File: src/rtl/onehot_scan_decoder.sv
// Binary-to-one-hot decoder with registered outputs. Direct mode decodes sel; scan mode
// steps the active line 0..last and back to 0, holding each index for dwell+1 cycles.
// Latency: 1 cycle from inputs to out/idx/wrap. No backpressure; en=0 blanks out and freezes the scan.
//
// Ports:
//   clk, rst_n   rising-edge clock, asynchronous active-low reset
//   en           output enable (0: out all-zero, scan state held)
//   mode         0 = direct decode of sel, 1 = auto-scan
//   sel          direct-mode index
//   last         highest scan index before wrapping to 0
//   dwell        cycles per scan index minus 1
//   out          registered one-hot of idx (all-zero when the last sampled en was 0)
//   idx          registered current index
//   wrap         one-cycle pulse when the scan index returns to 0
module onehot_scan_decoder #(
  parameter int SEL_W   = 4,
  parameter int DWELL_W = 8
) (
  input  logic                 clk,
  input  logic                 rst_n,
  input  logic                 en,
  input  logic                 mode,
  input  logic [SEL_W-1:0]     sel,
  input  logic [SEL_W-1:0]     last,
  input  logic [DWELL_W-1:0]   dwell,
  output logic [(2**SEL_W)-1:0] out,
  output logic [SEL_W-1:0]     idx,
  output logic                 wrap
);

  localparam int OUT_W = 2**SEL_W;

  logic [OUT_W-1:0]   out_q,  out_d;
  logic [SEL_W-1:0]   idx_q,  idx_d;
  logic               wrap_q, wrap_d;
  logic [DWELL_W-1:0] cnt_q,  cnt_d;

  always_comb begin
    idx_d  = idx_q;
    cnt_d  = cnt_q;
    wrap_d = 1'b0;
    out_d  = '0;

    if (!mode) begin
      // Direct decode; clearing cnt means a later switch to scan starts with a full dwell.
      idx_d = sel;
      cnt_d = '0;
    end else if (en) begin
      // >= rather than == so a dwell lowered below cnt advances on the next edge
      // instead of letting cnt run all the way around.
      if (cnt_q >= dwell) begin
        cnt_d = '0;
        // >= so that last lowered below idx wraps immediately; also avoids
        // relying on idx overflow when last is the top index.
        if (idx_q >= last) begin
          idx_d  = '0;
          wrap_d = 1'b1;
        end else begin
          idx_d = idx_q + 1'b1;
        end
      end else begin
        cnt_d = cnt_q + 1'b1;
      end
    end

    // out is derived from the next idx so the two registers never disagree.
    if (en) begin
      out_d = {{(OUT_W-1){1'b0}}, 1'b1} << idx_d;
    end
  end

  always_ff @(posedge clk or negedge rst_n) begin
    if (!rst_n) begin
      out_q  <= '0;
      idx_q  <= '0;
      wrap_q <= 1'b0;
      cnt_q  <= '0;
    end else begin
      out_q  <= out_d;
      idx_q  <= idx_d;
      wrap_q <= wrap_d;
      cnt_q  <= cnt_d;
    end
  end

  assign out  = out_q;
  assign idx  = idx_q;
  assign wrap = wrap_q;

endmodule

File: config.mk
export PLATFORM = sky130hd
export DESIGN_NAME = onehot_scan_decoder
export DESIGN_NICKNAME = d
export VERILOG_FILES = /design/src/rtl/onehot_scan_decoder.sv
export SDC_FILE = /design/constraint.sdc
export NUM_CORES = 1
export LEC_CHECK = 0
export ABC_CLOCK_PERIOD_IN_PS = 2700
export BUFFER_PORTS_ARGS = -buffer_cell sky130_fd_sc_hd__buf_2
export CORE_MARGIN = 8
export CORE_UTILIZATION = 52
export DETAILED_ROUTE_END_ITERATION = 12
export GPL_TIMING_DRIVEN = 0
export MAX_ROUTING_LAYER = met4
export PLACE_DENSITY = 0.76
export SLEW_MARGIN = 0
export SYNTH_ARGS = -nofsm -noshare
export SYNTH_HDL_FRONTEND = slang
export SYNTH_SLANG_ARGS = --single-unit
File: constraint.sdc
create_clock -name clk -period 2.7 [get_ports clk]
set_input_delay 0.54 -clock clk [delete_from_list [all_inputs] [get_ports clk]]
set_output_delay 0.54 -clock clk [all_outputs]
set_load 0.03 [all_outputs]
==> run metrics, run 1 <==
crit path launch type=flip-flop; chip height=around 71 um; number of remaining DRC errors=0; drt first pass iters=4; CTS buffer count=5; Max-cap violations=0; main area contributors after synthesis=dfrtp_1 47%, ha_1 11%, nor3_1 5.8%, inv_1 4.1%, xor2_1 2.3%; Crit Path Category=flip-flop to flip-flop; Post-Place Cells=219; Initial Util=0.525; slew margin rel.=0.581; Area Growth Syn to Fin=24.4%; CTS tree=yes; initial antenna violation count=0; Post-Place Setup Slack=-0.299 ns; # diodes=0; final hold slack=0.229 ns; detailed placer's ending HPWL=2740 um; Worst R2R End=out[11]; Final Util=0.653; GRT Util Overall=0.157; Clock Latency Late Sink=0.32 ns; Final Cycle Share=0.982; Setup TNS=0 ns; mapped cell area=1550 um2; Via density=5.64; fin cells=~230; synthesized area per cell=~10 um2; die span in x=70.6 um; Worst EP required=approximately 2.9 ns; first-pass GRT wire length=6120 um; vias in the first global route=1,416; DRT iter0 DRCs=31; PortBufs=38; register area share after synthesis=0.468; Yosys cell types=39; Gate Count Post-Synth=roughly 150; leading area contributor after synthesis=dfrtp_1; prevailing post-synth register cell=dfrtp_1; ANT nets after route=0; Synth Net Count=between 150 and 200; f_max=about 380 MHz; # rows=20; Clock Sinks=29; share of layout cells above drive strength 1=0.322; die area=between 4000 and 5000 um2; Reg2Reg Depth=8; Wirelength per Cell=15.6 um; Nets=approximately 230; deepest clock path buffer count=2; Final Hold Fails=0; top cells by count, synth=29 x dfrtp_1, 18 x nor3_1, 17 x inv_1; RD Place Congestion=about 0.86; largest net degree at the start of global routing=30; CP max FO=5; leakage=1.05 nW; Final Max Slew Viols=0; via count=between 1,000 and 1,500; Crit. End Element=flip-flop; Peak supply drop=about 400 uV; final wirelength=3620 um; EDFF count, synth=0; R2R setup slack=0.05 ns; synthesized flop and latch total=29; hold_buf cts=0; IO Count=slightly above 40; final setup margin=between 0.04 and 0.05 ns; type of the worst min-delay path=primary input to asynchronous set/reset pin; Final setup viols=0; crit path DAT=2.89 ns; clk_skew=about 0.0033 ns; top cell type's share of synthesized area=0.468; PD cells=555 nW/um2; CTS H-tree depth=2; Synth async-reset ratio=1.00; Synth warnings=0; RR Startpoint=cnt_q[1]; Clk Tree Root Cell=clkbuf_4; Worst Max-Slew Pin Slew=around 0.63 ns; status=completed; Core Region=about 3000 um2; clock-pin slew on the worst setup and hold paths=0.09 ns; cell with the most instances after synthesis=dfrtp_1; post-layout min period=2.65 ns; Overflow after GRT=0
cell families (layout without fill, tap and decap cells):
family / Yosys count / in the layout / synth area share
buffers and inverters: 22 / 73 / 0.0557
AO/OA/AOI/OAI: 23 / 23 / 0.143
XOR/XNOR: 6 / 6 / 0.0339
AND/OR/NAND/NOR: 54 / 54 / 0.186
adder cells (fa/ha/maj): 14 / 14 / 0.113
flip-flops: 29 / 29 / 0.469
repair_timing:
action                     in CTS  in global routing
gates cloned                    0                  0
setup endpoints to repair      12                 16
gates resized for setup         1                  5
pin swaps                       2                  1
setup buffers                   2                  3
routing by layer:
metal,part of all wire,global-route usage
met1,0.41,0.159
met2,0.51,0.276
met3,0.067,0.0537
met4,0.014,0.0554
met5,0,-
state kept, by name, indices dropped and copies added (netlist names):
register  count
idx           4
cnt_q         8
out          16
wrap          1
cells in the final DEF (no fill, tap or decap), types with 2 or more instances in the layout:
| master | Yosys | routed |
|---|---|---|
| nand4_1 | 2 | 2 |
| o21ai_0 | 2 | 2 |
| o211a_1 | 2 | 2 |
| nor3_1 | 18 | 18 |
| buf_4 | 0 | 5 |
| a21oi_1 | 3 | 2 |
| and3_1 | 3 | 3 |
| nand2_1 | 6 | 6 |
| or3_4 | 2 | 2 |
| dfrtp_1 | 29 | 28 |
| o22ai_1 | 2 | 2 |
| nor2_1 | 9 | 9 |
| clkbuf_1 | 1 | 2 |
| xnor2_1 | 2 | 2 |
| a211o_1 | 2 | 2 |
| nand3_1 | 5 | 5 |
| buf_2 | 1 | 39 |
| xor2_1 | 4 | 4 |
| o21a_1 | 2 | 2 |
| nor2b_1 | 4 | 4 |
| ha_1 | 14 | 14 |
| clkbuf_4 | 0 | 5 |
| inv_1 | 17 | 17 |
worst max path at each step:
| stage | slack, ns | depth (start not counted) | from | to |
|---|---|---|---|---|
| 2_1_floorplan | 0.07 | 9 | dwell[1] | out[11] |
| 3_3_place_gp | -0.21 | 11 | dwell[1] | out[7] |
| 3_5_place_dp | -0.30 | 11 | dwell[6] | out[2] |
| 4_1_cts | 0.03 | 9 | idx[0] | out[2] |
| 5_1_grt | -0.02 | 8 | cnt_q[1] | out[2] |
| 6_report | 0.05 | 8 | cnt_q[1] | out[11] |
metrics by stage:
step | total power [mW] | area, um2
2_1_floorplan | 0.624 | 1550
3_3_place_gp | 0.684 | 1780
3_5_place_dp | 0.697 | 1780
4_1_cts | 1.07 | 1890
5_1_grt | 1.12 | 1930
6_report | 1.07 | 1930
power by group:
group	switching, mW	internal [mW]	leakage [nW]
logic	0.146	0.0840	0.608
registers	0.0215	0.454	0.392
clock network	0.143	0.221	0.0455
critical path, stage by stage (launching register included):
cell	delay, ns
dfrtp_1	0.42
ha_1	0.30
nor2b_1	0.14
o211a_1	0.21
o311a_4	0.39
o21a_1	0.21
a211o_1	0.33
or3_4	0.41
nor3_1	0.16
final cells by class:
cell class	count	area, um2
Fill cell	250	1030
Multi-Input combinational cell	97	759
Sequential cell	29	727
Timing Repair Buffer	43	228
Inverter	20	77.6
Clock buffer	7	55.1
Tap cell	33	41.3
Clock inverter	1	30.0
Buffer	2	8.76
Note: power is estimated with default switching activity, not from simulation.
==> run 2, diff against run 1 <==
--- a/config.mk
+++ b/config.mk
@@ -9,3 +9,3 @@
 export BUFFER_PORTS_ARGS = -buffer_cell sky130_fd_sc_hd__buf_2
-export CORE_MARGIN = 8
+export CAP_MARGIN = 20
 export CORE_UTILIZATION = 52
==> constraint.sdc (replaced) <==
create_clock -name clk -period 2.7 [get_ports clk]
set_input_delay 0.27 -clock clk [delete_from_list [all_inputs] [get_ports clk]]
set_output_delay 0.27 -clock clk [all_outputs]
set_load 0.03 [all_outputs]
==> run metrics, run 2 (synthesis gave the netlist of run 1 again) <==
IO Count=41; via count=approximately 1,300; f_max=roughly 380 MHz; share of layout cells above drive strength 1=0.330; Final Cell Area=1950 um2; Nets=233; Worst EP required=2.94 ns; min-delay src=sel[2]; CTS H-tree depth=2; detailed placer's ending HPWL=2330 um; R2R setup slack=about 0.085 ns; commonest cells after routing, fill and taps aside=39 x buf_2, 28 x dfrtp_1, 16 x inv_1, 16 x nor3_1, 14 x ha_1; Peak supply drop=594 uV; Post-Place Setup Slack=-0.0433 ns; Area Growth Syn to Fin=26.1%; crit path launch type=flip-flop; die area=3200 um2; Final Hold Fails=0; Final setup viols=0; register area=727 um2; Final Cycle Share=0.968; type of the worst min-delay path=primary input to flip-flop; Clk Tree Root Cell=clkbuf_4; PortBufs=38; RR Startpoint=cnt_q[1]; leakage=between 1 and 1.5 nW; Crit. End Element=flip-flop; first-pass GRT wire length=5380 um; PD cells=550 nW/um2; final setup margin=0.0855 ns; die span in x=56.6 um; chip height=56.6 um; Setup TNS=0 ns; fill count=between 200 and 250; # rows=19; Wirelength per Cell=14.6 um; crit path DAT=2.85 ns; number of remaining DRC errors=0; Clock Latency Late Sink=0.32 ns; Core Region=2780 um2; multi-input logic area=about 790 um2; RD Place Congestion=a little over 0.8; GRT Util Overall=0.228; vias in the first global route=1,231; status=completed; CTS tree=yes; Crit Path Category=flip-flop to flip-flop; ANT nets after route=0; largest net degree at the start of global routing=30; final hold slack=approximately 0.36 ns; # diodes=0; Via density=5.67; Max-cap violations=0; Critical path origin=cnt_q[1]; initial antenna violation count=0; final wirelength=3380 um; Largest register FFs=16; DRT iter0 DRCs=29; drt first pass iters=4; clock-pin slew on the worst setup and hold paths=0.09 ns; Final Max Slew Viols=0; Placed Area=~1800 um2; slew margin rel.=0.592; clk_skew=0.0158 ns; most common cell after layout, fill and taps aside=buf_2; Initial Util=0.557; Overflow after GRT=0; CTS buffer count=5; CP max FO=5; post-layout min period=2.61 ns; Clock Sinks=29; deepest clock path buffer count=2; Worst Max-Slew Pin Slew=between 0.6 and 0.7 ns
run 2: changes by cell type in the layout (fill, tap and decap cells not counted):
cell / delta
nor3_1: -2
nor3_2: +2
a2111oi_1: +1
a2111oi_2: -1
a211oi_2: +1
buf_4: -1
dlygate4sd3_1: +1
inv_1: -1
inv_2: +1
nor4b_2: -1
nor4b_4: +1
run 2: routing by layer:
metal  GRT usage  routed length [um]
met1       0.273                1390
met5           -                   0
met4      0.0662                  90
met2       0.373                1710
met3      0.0691                 190
run 2: worst paths after layout:
kind / endpoint / cells after the start
worst max-delay path: out[3] / 8
worst max register to register: out[3] / 8
max in group asynchronous: idx[0] / 2
min in group asynchronous: out[15] / 2
worst min register to register: cnt_q[7] / 2
worst min-delay path: idx[2] / 4
run 2: critical path, stage by stage (launching register included):
cell and delay (ns):
dfrtp_1 0.39, ha_1 0.28, nor2b_1 0.13, o211a_1 0.21, o311a_4 0.39, o21a_1 0.21
a211o_1 0.33, or3_4 0.42, nor3_1 0.17
run 2: where the power goes:
group	switching [mW]	total, mW	leakage [nW]	internal [mW]
sequential	0.0229	0.477	0.392	0.454
combinational	0.146	0.232	0.616	0.0866
clock	0.144	0.365	0.0455	0.221
total	0.312	1.07	1.05	0.762
run 2: repair_timing:
| action | 4_1_cts | 5_1_grt |
|---|---|---|
| endpoints found under the hold margin | 29 | 0 |
| hold buffers | 1 | 0 |
| setup buffers | 1 | 3 |
| endpoints found under the setup margin | 11 | 17 |
| pin swaps | 2 | 1 |
| gates resized for setup | 1 | 8 |
| cloned | 0 | 1 |
run 2: area by class of cell:
| type | count | share of cell area |
|---|---|---|
| multi-input combinational | 98 | 0.402 |
| sequential | 29 | 0.372 |
| timing repair buffer | 43 | 0.118 |
| inverter | 20 | 0.0397 |
| clock buffer | 7 | 0.0282 |
| tap | 31 | 0.0199 |
| clock inverter | 1 | 0.0154 |
| buffer | 2 | 0.00448 |
run 2: stage by stage:
step / util / power (mW) / std cells
final: 0.702 / 1.07 / 231
after global routing: 0.702 / 1.12 / 231
after CTS: 0.677 / 1.06 / 227
after detailed placement: 0.639 / 0.690 / 217
after global placement: 0.639 / 0.683 / 217
after floorplan: - / 0.624 / 148
==> run 3, diff against run 2 <==
CORE_ASPECT_RATIO = 0.8   (was unset)
==> run metrics, run 3 (synthesis gave the netlist of run 1 again) <==
status=finished with violations; failing checks=hold timing; CTS buffer count=5; die area=3200 um2; type of the worst min-delay path=primary input to asynchronous set/reset pin; Core Region=2790 um2; Final Cycle Share=0.976; chip height=slightly above 50 um; DRT iter0 DRCs=between 40 and 50; PD cells=slightly below 600 nW/um2; final wirelength=3610 um; crit path launch type=flip-flop; Area Growth Syn to Fin=30.8%; leakage=1.08 nW; Clock Latency Late Sink=between 0.2 and 0.3 ns; drt first pass iters=4; Via density=5.54; GRT Util Overall=0.262; crit path DAT=2.83 ns; # rows=17; Placed Area=1790 um2; IO Count=41; clk_skew=0.00445 ns; register area=around 730 um2; final hold slack=-0.000238 ns; die span in x=about 63 um; Initial Util=0.556; via count=around 1,300; largest net degree at the start of global routing=30; commonest cells after routing, fill and taps aside=39 x buf_2, 27 x dfrtp_1, 17 x inv_1; detailed placer's ending HPWL=2430 um; Wirelength per Cell=15.0 um; Clk Tree Root Cell=clkbuf_8; deepest clock path buffer count=2; total power=between 1 and 1.5 mW; vias in the first global route=roughly 1,300; Largest register FFs=16; ANT nets after route=0; Final Cell Area=2030 um2; PortBufs=38; CTS tree=yes; most common cell after layout, fill and taps aside=buf_2; f_max=379 MHz; RD Place Congestion=0.875; initial antenna violation count=0; Final setup viols=0; post-layout min period=2.64 ns; # diodes=0; Overflow after GRT=0; clock-pin slew on the worst setup and hold paths=0.06 ns; Clock Sinks=29; Crit. End Element=flip-flop; share of layout cells above drive strength 1=0.369; CP max FO=5; fill count=215; Max-cap violations=0; slew margin rel.=0.596; Final Hold Fails=1; Worst Max-Slew Pin Slew=0.607 ns; first-pass GRT wire length=~6000 um; multi-input logic area=790 um2; CTS H-tree depth=2; Final Max Slew Viols=0; Peak supply drop=342 uV; Nets=236; Worst EP required=just under 3 ns; number of remaining DRC errors=0; Crit Path Category=flip-flop to flip-flop
## run 3: changes by cell type in the layout (fill, tap and decap cells not counted), sizes merged
cell / change
a211oi: -1
dlygate4sd3: -1
buf: +5
## run 3: routing by layer
| layer | vias up | share of wire | GRT usage |
|---|---|---|---|
| li1 | 632 | - | - |
| met1 | 632 | 0.40 | 0.299 |
| met2 | 63 | 0.51 | 0.444 |
| met3 | 8 | 0.066 | 0.0804 |
| met4 | 0 | 0.019 | 0.0891 |
| met5 | - | 0 | - |
## run 3: critical path, stage by stage, from the launching register on
cell	delay [ns]
dfrtp_2	0.40
ha_1	0.29
nor2b_1	0.14
o211a_1	0.22
o311a_4	0.39
o21a_1	0.21
a211o_1	0.36
or3_4	0.38
nor3_1	0.16
## run 3: per-stage QoR
step                setup slack (ns)  setup TNS [ns]  utilization  std cells
global route                 -0.0253         -0.0597        0.727        241
detailed placement           -0.0593          -0.234        0.641        224
CTS                          -0.0157         -0.0257        0.691        234
floorplan                     0.0973               0            -        148
global placement              0.0326               0        0.641        224
finish                        0.0640               0        0.727        241
## run 3: final cells by class
| class | count | share of cell area |
|---|---|---|
| timing repair buffer | 47 | 0.127 |
| multi-input combinational | 97 | 0.390 |
| buffer | 2 | 0.00432 |
| tap | 38 | 0.0235 |
| clock inverter | 1 | 0.0148 |
| clock buffer | 7 | 0.0426 |
| sequential | 29 | 0.359 |
| inverter | 20 | 0.0383 |
## run 3: timing repair
action / in CTS / in global routing
hold endpoints to repair: 0 / 0
hold buffers: 0 / 0
pin swaps: 2 / 6
resized for setup: 2 / 11
buffers inserted: 2 / 7
endpoints found under the setup margin: 14 / 17
## run 3: worst paths after layout
kind	end	depth (start not counted)	slack, ns	startpoint
max	out[2]	8	0.06	cnt_q[1]
min	out[2]	1	-0.0002	rst_n
max reg2reg	out[2]	8	0.06	cnt_q[1]
min reg2reg	cnt_q[7]	2	0.59	cnt_q[7]
max in group asynchronous	cnt_q[1]	1	2.27	rst_n
min in group clk	idx[2]	4	0.41	sel[2]
## run 3: report_power, final
part	switching [mW]	leakage, nW	internal, mW	total (mW)
Sequential	0.0206	0.390	0.455	0.476
Combinational	0.155	0.633	0.0910	0.246
Clock	0.157	0.0585	0.300	0.457
